--- src/rtl/btn_pkg.sv ---
// btn_pkg: shared channel state type and 100 MHz timing defaults for the button bank.
package btn_pkg;
    typedef enum logic [1:0] {RELEASED, PRESSED, HELD} btn_state_t;
    localparam int unsigned DEF_STABLE_CYCLES = 1_000_000;
    localparam int unsigned DEF_LONG_CYCLES   = 50_000_000;
    localparam int unsigned DEF_REPEAT_CYCLES = 10_000_000;
    function automatic int unsigned max2(input int unsigned a, input int unsigned b);
        return (a > b) ? a : b;
    endfunction
endpackage

--- src/rtl/btn_debounce_bank_if.sv ---
// btn_debounce_bank_if: raw button pins in, debounced levels and event pulses out.
interface btn_debounce_bank_if #(
    parameter int unsigned N_CH = 6
);
    logic [N_CH-1:0] btn_i;
    logic [N_CH-1:0] btn_o;
    logic [N_CH-1:0] press_o;
    logic [N_CH-1:0] release_o;
    logic [N_CH-1:0] long_o;
    logic [N_CH-1:0] repeat_o;
    modport master (output btn_i, input btn_o, press_o, release_o, long_o, repeat_o);
    modport slave  (input btn_i, output btn_o, press_o, release_o, long_o, repeat_o);
endinterface

--- src/rtl/btn_channel.sv ---
// btn_channel: one button - 2-FF sync, stability filter and RELEASED/PRESSED/HELD event FSM.
// Auto-repeat in HELD exists only when BTN_AUTOREPEAT_EN is defined.
module btn_channel
    import btn_pkg::*;
#(
    parameter int unsigned STABLE_CYCLES = DEF_STABLE_CYCLES,
    parameter int unsigned LONG_CYCLES   = DEF_LONG_CYCLES,
    parameter int unsigned REPEAT_CYCLES = DEF_REPEAT_CYCLES,
    parameter bit          ACT_LOW       = 1'b0
) (
    input  logic clk_i,
    input  logic rst_i,
    input  logic btn_i,
    output logic btn_o,
    output logic press_o,
    output logic release_o,
    output logic long_o,
    output logic repeat_o
);
    localparam int unsigned SW = $clog2(STABLE_CYCLES + 1);
    localparam int unsigned HW = $clog2(max2(LONG_CYCLES, REPEAT_CYCLES) + 1);
    localparam logic [SW-1:0] STAB_M1 = SW'(STABLE_CYCLES - 1);
    localparam logic [HW-1:0] LONG_M1 = HW'(LONG_CYCLES - 1);
    logic sync1_q, sync1_d, sync2_q, sync2_d;
    logic [SW-1:0] stab_q, stab_d;
    logic [HW-1:0] hold_q, hold_d;
    btn_state_t st_q, st_d;
    logic btn_q, btn_d, press_q, press_d, release_q, release_d, long_q, long_d;
    logic diff, flip, rise, fall;
`ifdef BTN_AUTOREPEAT_EN
    localparam logic [HW-1:0] REP_M1 = HW'(REPEAT_CYCLES - 1);
    logic repeat_q, repeat_d;
`endif
    always_comb begin
        sync1_d   = btn_i ^ ACT_LOW;
        sync2_d   = sync1_q;
        diff      = sync2_q != btn_q;
        flip      = diff && (stab_q == STAB_M1);
        stab_d    = (diff && !flip) ? stab_q + 1'b1 : '0;
        btn_d     = btn_q ^ flip;
        rise      = flip && !btn_q;
        fall      = flip && btn_q;
        press_d   = rise;
        release_d = fall;
        long_d    = 1'b0;
        st_d      = st_q;
        hold_d    = hold_q;
`ifdef BTN_AUTOREPEAT_EN
        repeat_d  = 1'b0;
`endif
        // a fall always beats a long/repeat threshold in the same cycle
        case (st_q)
            RELEASED: if (rise) begin
                hold_d = '0;
                st_d   = PRESSED;
            end
            PRESSED: if (fall) st_d = RELEASED;
                else if (hold_q == LONG_M1) begin
                    long_d = 1'b1;
                    hold_d = '0;
                    st_d   = HELD;
                end else hold_d = hold_q + 1'b1;
            HELD: if (fall) st_d = RELEASED;
`ifdef BTN_AUTOREPEAT_EN
                else if (hold_q == REP_M1) begin
                    repeat_d = 1'b1;
                    hold_d   = '0;
                end else hold_d = hold_q + 1'b1;
`endif
            default: st_d = RELEASED;
        endcase
    end
    always_ff @(posedge clk_i or posedge rst_i) begin
        if (rst_i) begin
            sync1_q   <= 1'b0;
            sync2_q   <= 1'b0;
            stab_q    <= '0;
            hold_q    <= '0;
            st_q      <= RELEASED;
            btn_q     <= 1'b0;
            press_q   <= 1'b0;
            release_q <= 1'b0;
            long_q    <= 1'b0;
`ifdef BTN_AUTOREPEAT_EN
            repeat_q  <= 1'b0;
`endif
        end else begin
            sync1_q   <= sync1_d;
            sync2_q   <= sync2_d;
            stab_q    <= stab_d;
            hold_q    <= hold_d;
            st_q      <= st_d;
            btn_q     <= btn_d;
            press_q   <= press_d;
            release_q <= release_d;
            long_q    <= long_d;
`ifdef BTN_AUTOREPEAT_EN
            repeat_q  <= repeat_d;
`endif
        end
    end
    assign btn_o     = btn_q;
    assign press_o   = press_q;
    assign release_o = release_q;
    assign long_o    = long_q;
`ifdef BTN_AUTOREPEAT_EN
    assign repeat_o  = repeat_q;
`else
    assign repeat_o  = 1'b0;
`endif
endmodule

--- src/rtl/btn_debounce_bank.sv ---
// btn_debounce_bank: N_CH independent debounced button channels with press/release/long/repeat pulses.
// Auto-repeat is built only when BTN_AUTOREPEAT_EN is defined; otherwise repeat_o stays low.
module btn_debounce_bank
    import btn_pkg::*;
#(
    parameter int unsigned     N_CH          = 6,
    parameter int unsigned     STABLE_CYCLES = DEF_STABLE_CYCLES,
    parameter int unsigned     LONG_CYCLES   = DEF_LONG_CYCLES,
    parameter int unsigned     REPEAT_CYCLES = DEF_REPEAT_CYCLES,
    parameter logic [N_CH-1:0] ACT_LOW_MASK  = N_CH'(1)
) (
    input logic                clk_i,
    input logic                rst_i,
    btn_debounce_bank_if.slave bus
);
    for (genvar i = 0; i < N_CH; i++) begin : g_ch
        btn_channel #(
            .STABLE_CYCLES(STABLE_CYCLES),
            .LONG_CYCLES  (LONG_CYCLES),
            .REPEAT_CYCLES(REPEAT_CYCLES),
            .ACT_LOW      (ACT_LOW_MASK[i])
        ) u_ch (
            .clk_i    (clk_i),
            .rst_i    (rst_i),
            .btn_i    (bus.btn_i[i]),
            .btn_o    (bus.btn_o[i]),
            .press_o  (bus.press_o[i]),
            .release_o(bus.release_o[i]),
            .long_o   (bus.long_o[i]),
            .repeat_o (bus.repeat_o[i])
        );
    end
endmodule
--- src/flat_wrapper.sv ---
// flat-port wrapper written by rule: the top's interface ports become plain ports
module btn_debounce_bank_flat import btn_pkg::*;
#(
    parameter int unsigned     N_CH          = 6,
    parameter int unsigned     STABLE_CYCLES = DEF_STABLE_CYCLES,
    parameter int unsigned     LONG_CYCLES   = DEF_LONG_CYCLES,
    parameter int unsigned     REPEAT_CYCLES = DEF_REPEAT_CYCLES,
    parameter logic [N_CH-1:0] ACT_LOW_MASK  = N_CH'(1)
)
  (clk_i, rst_i, bus_btn_i, bus_btn_o, bus_press_o, bus_release_o, bus_long_o, bus_repeat_o);
  btn_debounce_bank_if #(.N_CH(N_CH)) bus_i ();
  input logic clk_i;
  input logic rst_i;
  input wire logic [$bits(bus_i.btn_i)-1:0] bus_btn_i;
  output wire logic [$bits(bus_i.btn_o)-1:0] bus_btn_o;
  output wire logic [$bits(bus_i.press_o)-1:0] bus_press_o;
  output wire logic [$bits(bus_i.release_o)-1:0] bus_release_o;
  output wire logic [$bits(bus_i.long_o)-1:0] bus_long_o;
  output wire logic [$bits(bus_i.repeat_o)-1:0] bus_repeat_o;
  assign bus_i.btn_i = bus_btn_i;
  assign bus_btn_o = bus_i.btn_o;
  assign bus_press_o = bus_i.press_o;
  assign bus_release_o = bus_i.release_o;
  assign bus_long_o = bus_i.long_o;
  assign bus_repeat_o = bus_i.repeat_o;
  btn_debounce_bank #(.N_CH(N_CH), .STABLE_CYCLES(STABLE_CYCLES), .LONG_CYCLES(LONG_CYCLES), .REPEAT_CYCLES(REPEAT_CYCLES), .ACT_LOW_MASK(ACT_LOW_MASK)) u_core (.clk_i(clk_i), .rst_i(rst_i), .bus(bus_i));
endmodule
--- config.mk ---
export PLATFORM = sky130hd
export DESIGN_NAME = btn_debounce_bank_flat
export DESIGN_NICKNAME = d
export VERILOG_FILES = /design/src/rtl/btn_pkg.sv /design/src/rtl/btn_debounce_bank_if.sv /design/src/rtl/btn_channel.sv /design/src/rtl/btn_debounce_bank.sv /design/src/flat_wrapper.sv
export SDC_FILE = /design/constraint.sdc
export NUM_CORES = 1
export LEC_CHECK = 0
export CELL_PAD_IN_SITES_DETAIL_PLACEMENT = 1
export CELL_PAD_IN_SITES_GLOBAL_PLACEMENT = 1
export CORE_MARGIN = 4
export CORE_UTILIZATION = 25
export DETAILED_ROUTE_END_ITERATION = 12
export DONT_BUFFER_PORTS = 1
export HOLD_SLACK_MARGIN = 0.12
export PLACE_DENSITY_LB_ADDON = 0.12
export SLEW_MARGIN = 30
export SYNTH_ARGS = -nofsm -noshare
export SYNTH_HDL_FRONTEND = slang
export SYNTH_SLANG_ARGS = --single-unit
export TNS_END_PERCENT = 100
--- constraint.sdc ---
create_clock -name clk_i -period 24.7 [get_ports clk_i]
set_input_delay 4.94 -clock clk_i [delete_from_list [all_inputs] [get_ports clk_i]]
set_output_delay 4.94 -clock clk_i [all_outputs]
set_load 0.01 [all_outputs]
==> metrics.txt <==
max cap viols 0; Post-Syn Instances 1847; critical path peak fanout 86; Pwr per Cell Area 63.1 mW/mm²; row count 95; dominant cell type by area after synthesis dfrtp_1; crit-path cells inv_8, buf_4, buf_6; Slew Limit Fails 0; gr usage total 0.127; DP Cell Count 2652; Yosys reg bits 324; critical path type input port to async pin; die extent in x 268 µm; f_max 162 MHz; area share of the largest cell type after synthesis 0.480; Buf/Inv on CP 3; CTS tree built; layout cells sized above 1 0.0630; largest net degree at the start of global routing 87; TNS Setup 0 ps; maximum vdd drop 0.0393 mV; Worst Setup End Kind async pin; drt total wl 44.8 mm; Nets 1846; setup violators final 0; clock power share 0.540; R2R Path Start u_core.g_ch[2].u_ch.stab_q[7]; dpl hpwl 29.7 mm; first-pass GRT wire length 76.5 mm; DRC 0; starting density of the core 0.252; vias per cell 4.91; Tmin final 6160 ps; Pleak 0.00767 µW; Net Sw Frac 0.220; clock-pin slew on the worst setup and hold paths 50 ps; H-Tree Depth 2; EDFF count, synth 0; crit path DAT 6790 ps; YS warnings 0; Final Cell Area 0.0193 mm²; Clk Latency, worst-skew pair 570 ps; Top FF cell, synth dfrtp_1; wire length per cell 16.4 µm; Min-Delay Path Class register to register; synth unique cells 68; total CTS buffers 45; Reg-to-Reg End u_core.g_ch[2].u_ch.hold_q[25]; area post-placement 0.0177 mm²; Cell Area, Synth 0.0169 mm²; Area contributors post-synth dfrtp_1, nor2_1, xnor2_1; Required @ worst endpoint 25330 ps; root buf cell clkbuf_16; Die ar. 0.0718 mm²; initial antenna violation count 0; internal power 948 µW; Final ANT Viol Nets 0; total number of vias 13396; CP max-delay cell buf_4; Port Buffer Count 0; grt ovf 0; Fillers 7720; die height 268 µm; Worst setup SP type input port; clk buf depth 3; Top Family by Delay on Critical Path buffers and inverters; RSZ-0062 raised after global routing false; period utilization 0.249; Non-Filler Instances 2729; routability cong. 0.724; CORE AREA 0.0670 mm²; Multi-input gate area 0.00821 mm²; flop2flop setup slack 20900 ps; worst reg-to-reg path cell count 6; Post-CTS Setup Inserts 0; power share of the sequential group 0.443; clk_skew 19.1 ps; Reg area 0.00811 mm²; Slew @ Worst Pin 939 ps; DRT Pass-1 Iters 5; hold path depth 0; final hold slack 347 ps; dpl ws 17480 ps; post_cts resized 0; Fin. Hold Viols 0; Seq/Total Area, Yosys 0.480; vias in the first global route 14302; most frequent cell after synthesis dfrtp_1; Net Switching 267 µW; Synth top cells by count dfrtp_1, nor2_1, nand2_1; Worst path max stage delay 690 ps; min-delay src u_core.g_ch[3].u_ch.sync1_q; CTS sink count 324; Layout area overhead 14.0%; Ports 38; worst relative slew slack 0.370; async set-or-reset flop fraction in the synthesized netlist 1.00; syn avg cell area 9.15 µm²; Hold-fix buffers, CTS 0; status complete, no violations; Comb pwr share 0.017; setup ws final 18540 ps; DRT iter0 DRCs 475; Worst Hold Path EP u_core.g_ch[3].u_ch.sync2_q; diode count 0
==> logic make-up after synthesis <==
logic type | synth area share
compound gates | 0.119
xor+xnor | 0.0798
fa+ha+maj | 0.00948
buf+inv | 0.0389
flops | 0.480
mux | 0.00429
other cells | 0.000222
simple gates | 0.268
==> stage by stage <==
stage          power (µW)   util
4_1_cts              1250  0.287
3_5_place_dp          570  0.265
2_1_floorplan         563      -
3_3_place_gp          570  0.265
6_report             1220  0.287
5_1_grt              1270  0.287
==> registers in the layout, indices dropped and copies added (netlist names), named ones only <==
| register | count |
|---|---|
| u_core.g_ch.u_ch.sync2_q | 6 |
| u_core.g_ch.u_ch.release_o | 6 |
| u_core.g_ch.u_ch.hold_q | 156 |
| u_core.g_ch.u_ch.sync1_q | 6 |
| u_core.g_ch.u_ch.st_q | 12 |
| u_core.g_ch.u_ch.press_o | 6 |
| u_core.g_ch.u_ch.long_o | 6 |
| u_core.g_ch.u_ch.stab_q | 120 |
==> metal layers <==
layer	up-vias	track usage	part of all wire
met3	55	0.0210	0.025
met2	82	0.206	0.45
met1	6722	0.177	0.50
li1	6537	-	-
met4	0	0.0335	0.020
met5	-	0	0
==> final cells by class <==
| type | count | share of cell area |
|---|---|---|
| repair buffers | 21 | 0.00896 |
| clock buffers | 70 | 0.0713 |
| clock inverters | 7 | 0.00604 |
| multi-input cells | 1384 | 0.426 |
| well taps | 873 | 0.0567 |
| flip-flops and latches | 324 | 0.421 |
| inverters | 50 | 0.0101 |
==> worst max path at each step <==
stage | start | end | slack, ps | depth (start not counted)
finish | rst_i | u_core.g_ch[5].u_ch.hold_q[13] | 18540 | 3
CTS | rst_i | u_core.g_ch[5].u_ch.stab_q[1] | 18110 | 3
global route | rst_i | u_core.g_ch[5].u_ch.stab_q[17] | 18190 | 3
floorplan | rst_i | async pin | 10790 | 1
global placement | rst_i | u_core.g_ch[5].u_ch.stab_q[16] | 17480 | 3
detailed placement | rst_i | u_core.g_ch[5].u_ch.stab_q[17] | 17480 | 3
==> worst reg2reg max path, cell delays in order, from the launching register on <==
cell      delay (ps)
dfrtp_1          400
or4b_2           690
nor4_1           610
nand3_1          660
a211oi_1         950
and4_1           300
nor4_1            50
==> cell usage in the layout, fill, tap and decap left out, types with 45 or more instances in the layout <==
cell type,n
and3_1,45
inv_1,49
nand4_1,60
o31ai_1,48
a21oi_1,67
xor2_1,66
o21ai_0,123
clkbuf_16,47
nand3_1,116
xnor2_1,88
dfrtp_1,324
nor2_1,260
nand2_1,147
==> power by group through the flow <==
stage	Combinational [µW]	Sequential, µW	Clock [µW]
after global placement	22.7	547	0
after floorplan	16.5	546	0
after global routing	25.8	539	708
after CTS	22.9	538	690
after detailed placement	22.7	547	0
final	21.2	538	656
Note: power is estimated with default switching activity, not from simulation.
